### config.mk
export PLATFORM = sky130hd
export DESIGN_NAME = ntsc_write_flat
export DESIGN_NICKNAME = d
export VERILOG_FILES = /design/src/rtl/ntsc_write_if.sv /design/src/rtl/ntsc_write.sv /design/src/flat_wrapper.sv
export SDC_FILE = /design/constraint.sdc
export NUM_CORES = 1
export LEC_CHECK = 0
export BUFFER_PORTS_ARGS = -buffer_cell sky130_fd_sc_hd__buf_2
export CORE_ASPECT_RATIO = 1.25
export CORE_MARGIN = 2
export CORE_UTILIZATION = 63
export DETAILED_ROUTE_END_ITERATION = 7
export GPL_TIMING_DRIVEN = 1
export MAX_ROUTING_LAYER = met4
export PLACE_DENSITY = 0.82
export SLEW_MARGIN = 0
export SYNTH_ARGS = -nofsm -noshare
export SYNTH_HDL_FRONTEND = slang
export SYNTH_SLANG_ARGS = --single-unit
### constraint.sdc
create_clock -name clock -period 4.4 [get_ports clock]
set_input_delay 0.66 -clock clock [delete_from_list [all_inputs] [get_ports clock]]
set_output_delay 0.66 -clock clock [all_outputs]
set_load 0.1 [all_outputs]
### src/rtl/ntsc_write_if.sv
// ntsc_write_if: groups the decoder pixel stream, the memory-side
// flag/done handshake and the status outputs of ntsc_write.
//   frame_start, pix_valid, pix_data : pixel stream from the NTSC decoder
//   frame_flag, done_ntsc            : memory interface buffer swap / acknowledge
//   ntsc_flag, ntsc_pixel            : write request and FIFO head word
//   overflow, drop_count, fifo_count : drop status and FIFO occupancy
// master drives the stream and handshake inputs; slave is the writer itself.
interface ntsc_write_if #(
  parameter int LOG_TRUNC = 18,
  parameter int LOG_MEM   = 36,
  parameter int LOG_DEPTH = 2
);
  logic                 frame_start;
  logic                 pix_valid;
  logic [LOG_TRUNC-1:0] pix_data;
  logic                 frame_flag;
  logic                 done_ntsc;
  logic                 ntsc_flag;
  logic [LOG_MEM-1:0]   ntsc_pixel;
  logic                 overflow;
  logic [7:0]           drop_count;
  logic [LOG_DEPTH:0]   fifo_count;

  modport master (
    output frame_start, pix_valid, pix_data, frame_flag, done_ntsc,
    input  ntsc_flag, ntsc_pixel, overflow, drop_count, fifo_count
  );

  modport slave (
    input  frame_start, pix_valid, pix_data, frame_flag, done_ntsc,
    output ntsc_flag, ntsc_pixel, overflow, drop_count, fifo_count
  );
endinterface

### src/rtl/ntsc_write.sv
// ntsc_write: packs consecutive decoder pixels into two-pixel memory words
// (earlier pixel in the upper half), buffers them in a small circular FIFO
// and offers the head word to the memory interface via ntsc_flag/done_ntsc.
// Ports:
//   clock  : system clock, posedge
//   reset  : asynchronous, active-high, clears all state
//   bus    : ntsc_write_if.slave (pixel stream, handshake, status)
// Capture starts only at a frame_start; a frame_start while capturing
// re-aligns pairing and clears the drop status but keeps buffered words.
module ntsc_write #(
  parameter int LOG_TRUNC = 18,
  parameter int LOG_MEM   = 36,
  parameter int DEPTH     = 4,
  parameter int LOG_DEPTH = 2
) (
  input  logic          clock,
  input  logic          reset,
  ntsc_write_if.slave   bus
);

  localparam logic [LOG_DEPTH:0] FULL = (LOG_DEPTH+1)'(DEPTH);

  typedef enum logic {SYNCING, CAPTURING} state_t;

  state_t state, next_state;
  logic   accept;   // pixel is consumed this cycle
  logic   restart;  // consumed pixel starts a new pair (frame alignment)

  logic                 half_valid;
  logic [LOG_TRUNC-1:0] held;

  logic [LOG_MEM-1:0]   mem [DEPTH];
  logic [LOG_DEPTH-1:0] rd_ptr, wr_ptr;
  logic [LOG_DEPTH:0]   count;

  logic push, pop, push_ok, drop;

  // ---------------- FSM: state register ----------------
  // NOTE: clocked state uses non-blocking assignments so every register
  // samples pre-edge values regardless of statement order.
  always_ff @(posedge clock or posedge reset) begin
    if (reset) state <= SYNCING;
    else       state <= next_state;
  end

  // ---------------- FSM: next state ----------------
  // NOTE: every combinational output is given a default first so no path
  // leaves it unassigned, which would infer a latch.
  always_comb begin
    next_state = state;
    if (state == SYNCING && bus.pix_valid && bus.frame_start)
      next_state = CAPTURING;
  end

  // ---------------- FSM: outputs ----------------
  always_comb begin
    accept  = 1'b0;
    restart = 1'b0;
    case (state)
      SYNCING: begin
        accept  = bus.pix_valid && bus.frame_start;
        restart = bus.pix_valid && bus.frame_start;
      end
      CAPTURING: begin
        accept  = bus.pix_valid;
        restart = bus.pix_valid && bus.frame_start;
      end
      default: begin
        accept  = 1'b0;
        restart = 1'b0;
      end
    endcase
  end

  // A word completes on the second pixel of a pair; a restart pixel always
  // opens a fresh pair, discarding any stale first half.
  assign push    = accept && !restart && half_valid;
  assign pop     = bus.done_ntsc && (count != '0);
  // A full FIFO still takes the word when the head leaves in the same cycle.
  assign push_ok = push && ((count != FULL) || pop);
  assign drop    = push && !push_ok;

  // ---------------- pixel pairing ----------------
  always_ff @(posedge clock or posedge reset) begin
    if (reset) begin
      half_valid <= 1'b0;
      held       <= '0;
    end else if (accept) begin
      if (restart || !half_valid) begin
        held       <= bus.pix_data;
        half_valid <= 1'b1;
      end else begin
        half_valid <= 1'b0;
      end
    end
  end

  // ---------------- FIFO ----------------
  // NOTE: storage is not reset; occupancy is tracked by count and the
  // read port is forced to zero when empty, so stale contents never leak.
  always_ff @(posedge clock) begin
    if (push_ok) mem[wr_ptr] <= {held, bus.pix_data};
  end

  always_ff @(posedge clock or posedge reset) begin
    if (reset) begin
      rd_ptr <= '0;
      wr_ptr <= '0;
      count  <= '0;
    end else begin
      if (push_ok) wr_ptr <= wr_ptr + 1'b1;
      if (pop)     rd_ptr <= rd_ptr + 1'b1;
      if (push_ok && !pop)      count <= count + 1'b1;
      else if (pop && !push_ok) count <= count - 1'b1;
    end
  end

  // ---------------- drop status ----------------
  always_ff @(posedge clock or posedge reset) begin
    if (reset) begin
      bus.overflow   <= 1'b0;
      bus.drop_count <= '0;
    end else if (restart) begin
      bus.overflow   <= 1'b0;
      bus.drop_count <= '0;
    end else if (drop) begin
      bus.overflow <= 1'b1;
      if (bus.drop_count != 8'hFF) bus.drop_count <= bus.drop_count + 8'd1;
    end
  end

  // ---------------- memory-side outputs ----------------
  assign bus.ntsc_flag  = !reset && !bus.frame_flag && (count != '0);
  assign bus.ntsc_pixel = (count != '0) ? mem[rd_ptr] : '0;
  assign bus.fifo_count = count;

endmodule

### src/flat_wrapper.sv
// flat-port wrapper written by rule: the top's interface ports become plain ports
module ntsc_write_flat 
#(
  parameter int LOG_TRUNC = 18,
  parameter int LOG_MEM   = 36,
  parameter int DEPTH     = 4,
  parameter int LOG_DEPTH = 2
)
  (clock, reset, bus_frame_start, bus_pix_valid, bus_pix_data, bus_frame_flag, bus_done_ntsc, bus_ntsc_flag, bus_ntsc_pixel, bus_overflow, bus_drop_count, bus_fifo_count);
  ntsc_write_if #(.LOG_TRUNC(LOG_TRUNC), .LOG_MEM(LOG_MEM), .LOG_DEPTH(LOG_DEPTH)) bus_i ();
  input  logic clock;
  input  logic reset;
  input wire logic [$bits(bus_i.frame_start)-1:0] bus_frame_start;
  input wire logic [$bits(bus_i.pix_valid)-1:0] bus_pix_valid;
  input wire logic [$bits(bus_i.pix_data)-1:0] bus_pix_data;
  input wire logic [$bits(bus_i.frame_flag)-1:0] bus_frame_flag;
  input wire logic [$bits(bus_i.done_ntsc)-1:0] bus_done_ntsc;
  output wire logic [$bits(bus_i.ntsc_flag)-1:0] bus_ntsc_flag;
  output wire logic [$bits(bus_i.ntsc_pixel)-1:0] bus_ntsc_pixel;
  output wire logic [$bits(bus_i.overflow)-1:0] bus_overflow;
  output wire logic [$bits(bus_i.drop_count)-1:0] bus_drop_count;
  output wire logic [$bits(bus_i.fifo_count)-1:0] bus_fifo_count;
  assign bus_i.frame_start = bus_frame_start;
  assign bus_i.pix_valid = bus_pix_valid;
  assign bus_i.pix_data = bus_pix_data;
  assign bus_i.frame_flag = bus_frame_flag;
  assign bus_i.done_ntsc = bus_done_ntsc;
  assign bus_ntsc_flag = bus_i.ntsc_flag;
  assign bus_ntsc_pixel = bus_i.ntsc_pixel;
  assign bus_overflow = bus_i.overflow;
  assign bus_drop_count = bus_i.drop_count;
  assign bus_fifo_count = bus_i.fifo_count;
  ntsc_write #(.LOG_TRUNC(LOG_TRUNC), .LOG_MEM(LOG_MEM), .DEPTH(DEPTH), .LOG_DEPTH(LOG_DEPTH)) u_core (.clock(clock), .reset(reset), .bus(bus_i));
endmodule
==> reports/qor.csv, run 1 <==
stage,metric,value,unit
status,status,"complete, no violations",
cts,worst-skew pair later-pin latency,420,ps
drt,Routed WL,12400,µm
global_route,grt ovf,0,
logic_synthesis,Synth Area per Inst,19.7,µm²
die,core area,11000,µm²
global_route,largest net degree at the start of global routing,40,
hold_path,worst hold path type,in -> async,
cts,CTS tree,yes,
placement,input/output buffers,72,
drt,total number of vias,3486,
logic_synthesis,Seq cells post-synth,180,
critical_path,Crit Path Category,reg -> out,
run,Max Cap Viol,0,
global_route,first-pass GRT wire length,19400,µm
critical_path,Critical Path Source Type,flip-flop,
cts,post-CTS setup repair buffer count,0,
final_layout,Nets,469,
sta,final max-slew violation count,0,
logic_synthesis,yosys warns,0,
logic_synthesis,synthesized instance count,358,
final_layout,post-layout util,0.740,
sta,Max Clock Skew,8.65,ps
global_route,Tot GR Track Use,0.228,
final_layout,design area,8160,µm²
critical_path,worst setup path startpoint,u_core.rd_ptr[0],
sta,post-route setup slack,1210,ps
drt,WL/cell,21.2,µm
die,die height,122,µm
logic_synthesis,Most used DFF post-synth,edfxtp_1,
drt,drt via density,5.95,
logic_synthesis,register area share after synthesis,0.739,
global_route,vias in the first global route,3667,
critical_path,worst reg-to-reg path cell count,9,
sta,final worst path period need,3190,ps
logic_synthesis,Post-Synthesis Net Count,389,
sta,"Hold Vio Cnt, Final",0,
sta,RSZ-0062 raised after global routing,false,
cts,number of buffers inserted by hold repair at cts,0,
placement,RD Place Congestion,0.731,
drt,Iteration-0 DRC Markers,174,
cts,# H-tree levels,4,
critical_path,CP Data Arrival Time,2530,ps
final_layout,# fillers,627,
final_layout,ANT cells,0,
sta,actual slew at the worst max-slew pin,1230,ps
placement,DP Area,7570,µm²
logic_synthesis,post-synthesis async set-or-reset flop share,0.200,
die,Die ar.,12100,µm²
critical_path,R2R Path Start,u_core.bus.fifo_count[0],
die,Initial Util,0.641,
sta,fmax,313,MHz
final_layout,area delta synth->final,15.5,%
critical_path,CP Capture Type,output pin,
drt,router iterations before antenna repair,4,
drt,Antenna Nets Post-Route,0,
final_layout,fraction of layout cells with a size suffix above 1,0.390,
logic_synthesis,Mapped Area,7070,µm²
sta,Slew headroom,0.180,
global_route,initial antenna violation count,0,
logic_synthesis,post-synth cell types,38,
die,I/O pin total,73,
die,die width,98.7,µm
die,Rows,43,
drt,DRC errors left,0,
placement,Final HPWL DP,7130,µm
cts,CTS Buf Count,17,
cts,Clock Sink Count,180,
cts,Post-CTS Resized,0,
logic_synthesis,number of enable flip-flop cells after synthesis,144,
sta,period utilization,0.725,
cts,clock transition at the registers of the reported paths,60,ps
sta,Final setup viols,0,
cts,deepest clock path buffer count,2,
sta,setup_tns,0,ps
placement,dpl ws,1560,ps
critical_path,Critical Path RT,3740,ps
cts,CTS root buffer,clkbuf_16,
critical_path,CP Max Fanout,18,
==> layer usage <==
layer,share of wire,track usage
met5,0,-
met3,0.043,0.0587
met2,0.53,0.378
met1,0.41,0.277
met4,0.013,0.0805
==> path summary, 6_finish.rpt <==
path / endpoint / slack, ps
max: bus_ntsc_pixel[26] / 1210
min: u_core.held[15] / 390
max reg2reg: u_core.bus.fifo_count[2] / 1940
min reg2reg: u_core.mem[2][27] / 510
max in group asynchronous: u_core.rd_ptr[0] / 3590
min in group clock: u_core.mem[1][5] / 470
==> state kept, by name (all words and copies together), names as in the netlist <==
name,count
u_core.state,1
u_core.wr_ptr,2
u_core.bus.overflow,1
u_core.held,18
u_core.mem,144
u_core.bus.drop_count,8
u_core.rd_ptr,2
u_core.half_valid,1
u_core.bus.fifo_count,3
==> layout by cell type, fill, tap and decap left out, types with 2 or more instances in the layout <==
master | Yosys | routed
inv_1 | 6 | 5
nand2_1 | 4 | 4
inv_6 | 0 | 3
ha_1 | 6 | 6
nand3_1 | 4 | 4
mux2_2 | 19 | 19
o21ai_0 | 6 | 6
xor2_1 | 4 | 4
mux4_2 | 36 | 36
clkinv_4 | 0 | 2
clkbuf_16 | 0 | 17
xnor2_1 | 4 | 4
a21oi_1 | 5 | 5
buf_4 | 1 | 4
nor2b_1 | 37 | 37
dfrtp_1 | 36 | 34
buf_2 | 5 | 72
and2_2 | 0 | 4
bufinv_16 | 0 | 2
nor2_1 | 4 | 4
or3_1 | 4 | 4
edfxtp_1 | 144 | 144
dfrtp_2 | 0 | 2
clkinv_2 | 0 | 4
clkinvlp_4 | 0 | 2
==> cell usage after synthesis (all sizes together), types with 2 or more instances <==
cell / instances / area [µm²]
and2: 5 / 31.3
xnor2: 4 / 35.0
nor2b: 37 / 231
xor2: 4 / 35.0
or3: 4 / 25.0
mux4: 36 / 811
ha: 6 / 75.1
edfxtp: 144 / 4320
o21ai: 7 / 38.8
mux2: 19 / 214
a21oi: 5 / 25.0
dfrtp: 36 / 901
nand3: 4 / 20.0
nand2: 4 / 15.0
nor2: 4 / 15.0
clkbuf: 6 / 22.5
buf: 9 / 43.8
nor3: 2 / 10.0
inv: 6 / 22.5
==> logic make-up after synthesis <==
| logic type | share of synthesized area |
|---|---|
| multiplexers | 0.146 |
| flip-flops | 0.739 |
| AO/OA/AOI/OAI | 0.0175 |
| adder cells (fa/ha/maj) | 0.0135 |
| AND/OR/NAND/NOR | 0.0609 |
| buffers and inverters | 0.0126 |
| XOR/XNOR | 0.00991 |
==> stage by stage <==
| stage | instances | hold WS [ps] |
|---|---|---|
| floorplan | 358 | 471 |
| global placement | 554 | 480 |
| detailed placement | 554 | 493 |
| CTS | 586 | 399 |
| global route | 586 | 423 |
| finish | 586 | 388 |
==> worst max-delay path, cell delays in order (launching register included) <==
cell	delay (ps)
dfrtp_2	740
buf_4	360
mux4_2	540
nor2b_1	150
buf_2	310
==> cell type report <==
cell class                      instances  area [µm²]  share of cell area
Clock buffer                           18         439              0.0538
Clock inverter                         14         150              0.0184
Inverter                                6        22.5             0.00276
Multi-Input combinational cell        157        1760               0.216
Sequential cell                       180        5230               0.640
Tap cell                              135         169              0.0207
Timing Repair Buffer                   76         390              0.0478
Power of run 1 is left out: the tool's default activity adds up to more than one toggle a clock period on the data nets, which glitch-free logic cannot reach.
==> run 2: changes to the inputs <==
--- a/config.mk
+++ b/config.mk
@@ -8,11 +8,11 @@
 export BUFFER_PORTS_ARGS = -buffer_cell sky130_fd_sc_hd__buf_2
 export CORE_ASPECT_RATIO = 1.25
 export CORE_MARGIN = 2
-export CORE_UTILIZATION = 63
+export CORE_UTILIZATION = 58
 export DETAILED_ROUTE_END_ITERATION = 7
 export GPL_TIMING_DRIVEN = 1
 export MAX_ROUTING_LAYER = met4
-export PLACE_DENSITY = 0.82
+export PLACE_DENSITY = 0.77
 export SLEW_MARGIN = 0
 export SYNTH_ARGS = -nofsm -noshare
 export SYNTH_HDL_FRONTEND = slang
==> constraint.sdc (replaced) <==
create_clock -name clock -period 3.26 [get_ports clock]
set_input_delay 0.489 -clock clock [delete_from_list [all_inputs] [get_ports clock]]
set_output_delay 0.489 -clock clock [all_outputs]
set_load 0.1 [all_outputs]
==> reports/qor.csv, run 2 (synthesized netlist as in run 1, its figures left out) <==
stage,metric,value,unit
status,status,"complete, no violations",
final_layout,Nets,475,
critical_path,CP Capture Type,output pin,
critical_path,Critical Path Source Type,flip-flop,
sta,Slew headroom,0.515,
global_route,grt ovf,0,
sta,post-route setup slack,424,ps
die,die width,103,µm
die,Die ar.,13100,µm²
placement,RD Place Congestion,0.705,
sta,fmax,353,MHz
critical_path,R2R Path Start,u_core.bus.fifo_count[0],
drt,router iterations before antenna repair,6,
sta,"Hold Vio Cnt, Final",0,
final_layout,flip-flop and latch area,5230,µm²
drt,WL/cell,19.8,µm
global_route,first-pass GRT wire length,19200,µm
final_layout,ANT cells,0,
critical_path,CP Max Fanout,20,
global_route,initial antenna violation count,0,
final_layout,most frequent cells in the layout,"edfxtp_1, buf_2, mux4_2",
final_layout,area of the multi-input gates,1820,µm²
final_layout,fraction of layout cells with a size suffix above 1,0.433,
critical_path,Crit Path Category,reg -> out,
cts,deepest clock path buffer count,2,
final_layout,area delta synth->final,17.3,%
critical_path,CP Data Arrival Time,2350,ps
final_layout,Reg with most FFs,u_core.mem,
sta,Final setup viols,0,
final_layout,Largest regs,"u_core.mem x144, u_core.held x18, u_core.bus.drop_count x8",
final_layout,"commonest non-fill, non-tap cell in the layout",edfxtp_1,
drt,total number of vias,3458,
sta,final worst path period need,2840,ps
placement,input/output buffers,72,
cts,number of buffers inserted by hold repair at cts,0,
drt,drt via density,5.57,
die,Rows,45,
cts,# H-tree levels,4,
critical_path,Worst setup endpoint,bus_ntsc_pixel[19],
sta,RSZ-0062 raised after global routing,false,
placement,Final HPWL DP,7330,µm
cts,Post-CTS Resized,0,
cts,Clock Sink Count,180,
run,Max Cap Viol,0,
global_route,Tot GR Track Use,0.209,
critical_path,worst reg2reg endpoint,u_core.bus.fifo_count[1],
final_layout,# fillers,766,
final_layout,post-layout util,0.691,
critical_path,Critical Path RT,2770,ps
die,I/O pin total,73,
drt,Antenna Nets Post-Route,0,
cts,clock transition at the registers of the reported paths,70,ps
sta,Max Clock Skew,14.3,ps
critical_path,worst reg-to-reg path cell count,6,
die,Initial Util,0.589,
hold_path,worst hold path type,in -> async,
sta,actual slew at the worst max-slew pin,728,ps
cts,post-CTS setup repair buffer count,0,
sta,final max-slew violation count,0,
cts,CTS tree,yes,
die,core area,12000,µm²
cts,CTS root buffer,clkbuf_16,
critical_path,worst reg2reg setup slack,910,ps
cts,CTS Buf Count,17,
cts,worst-skew pair later-pin latency,420,ps
sta,period utilization,0.870,
critical_path,worst setup path startpoint,u_core.rd_ptr[1],
placement,dpl ws,807,ps
drt,Routed WL,12300,µm
drt,DRC errors left,0,
global_route,vias in the first global route,3593,
global_route,largest net degree at the start of global routing,37,
drt,Iteration-0 DRC Markers,209,
final_layout,Largest register FFs,144,
die,die height,127,µm
-- run 2: cell count changes in the layout (fill, tap and decap cells not counted), moves of 2 or more --
cell	before	now
buf_12	0	5
clkbuf_1	0	2
clkinv_1	1	3
nor2b_1	37	18
bufinv_16	2	0
nor2b_2	0	19
-- run 2: cell type report --
cell class / count / area share
inverters: 6 / 0.00272
clock inverters: 13 / 0.0104
clock buffers: 19 / 0.0522
repair buffers: 82 / 0.0601
well taps: 164 / 0.0248
flip-flops and latches: 180 / 0.631
multi-input cells: 157 / 0.219
-- run 2: metal layers --
metal	track usage	part of all wire	vias up
met5	-	0	-
met4	0.0650	0.0096	0
met3	0.0470	0.045	9
met2	0.345	0.54	89
met1	0.262	0.41	1780
li1	-	-	1580
-- run 2: critical path, cell delays in order (launching register included) --
cell and delay (ps):
dfrtp_2 720, buf_4 380, mux4_2 250, nor2b_1 140, buf_2 440
-- run 2: worst min path at each step --
stage	endpoint	slack, ps	cells after the start
final	u_core.held[5]	210	3
after CTS	u_core.held[5]	220	3
after global routing	u_core.held[11]	270	3
after detailed placement	u_core.mem[0][33]	500	0
after floorplan	u_core.mem[0][18]	470	0
after global placement	u_core.mem[0][30]	480	0
-- run 2: metrics by stage --
| step | instances | cell area (µm²) | setup TNS, ps | hold WS (ps) |
|---|---|---|---|---|
| 2_1_floorplan | 358 | 7120 | -2670 | 471 |
| 3_3_place_gp | 589 | 7770 | 0 | 482 |
| 3_5_place_dp | 589 | 7770 | 0 | 501 |
| 4_1_cts | 621 | 8290 | 0 | 216 |
| 5_1_grt | 621 | 8290 | 0 | 270 |
| 6_report | 621 | 8290 | 0 | 209 |
Power of run 2 is left out for the same reason.
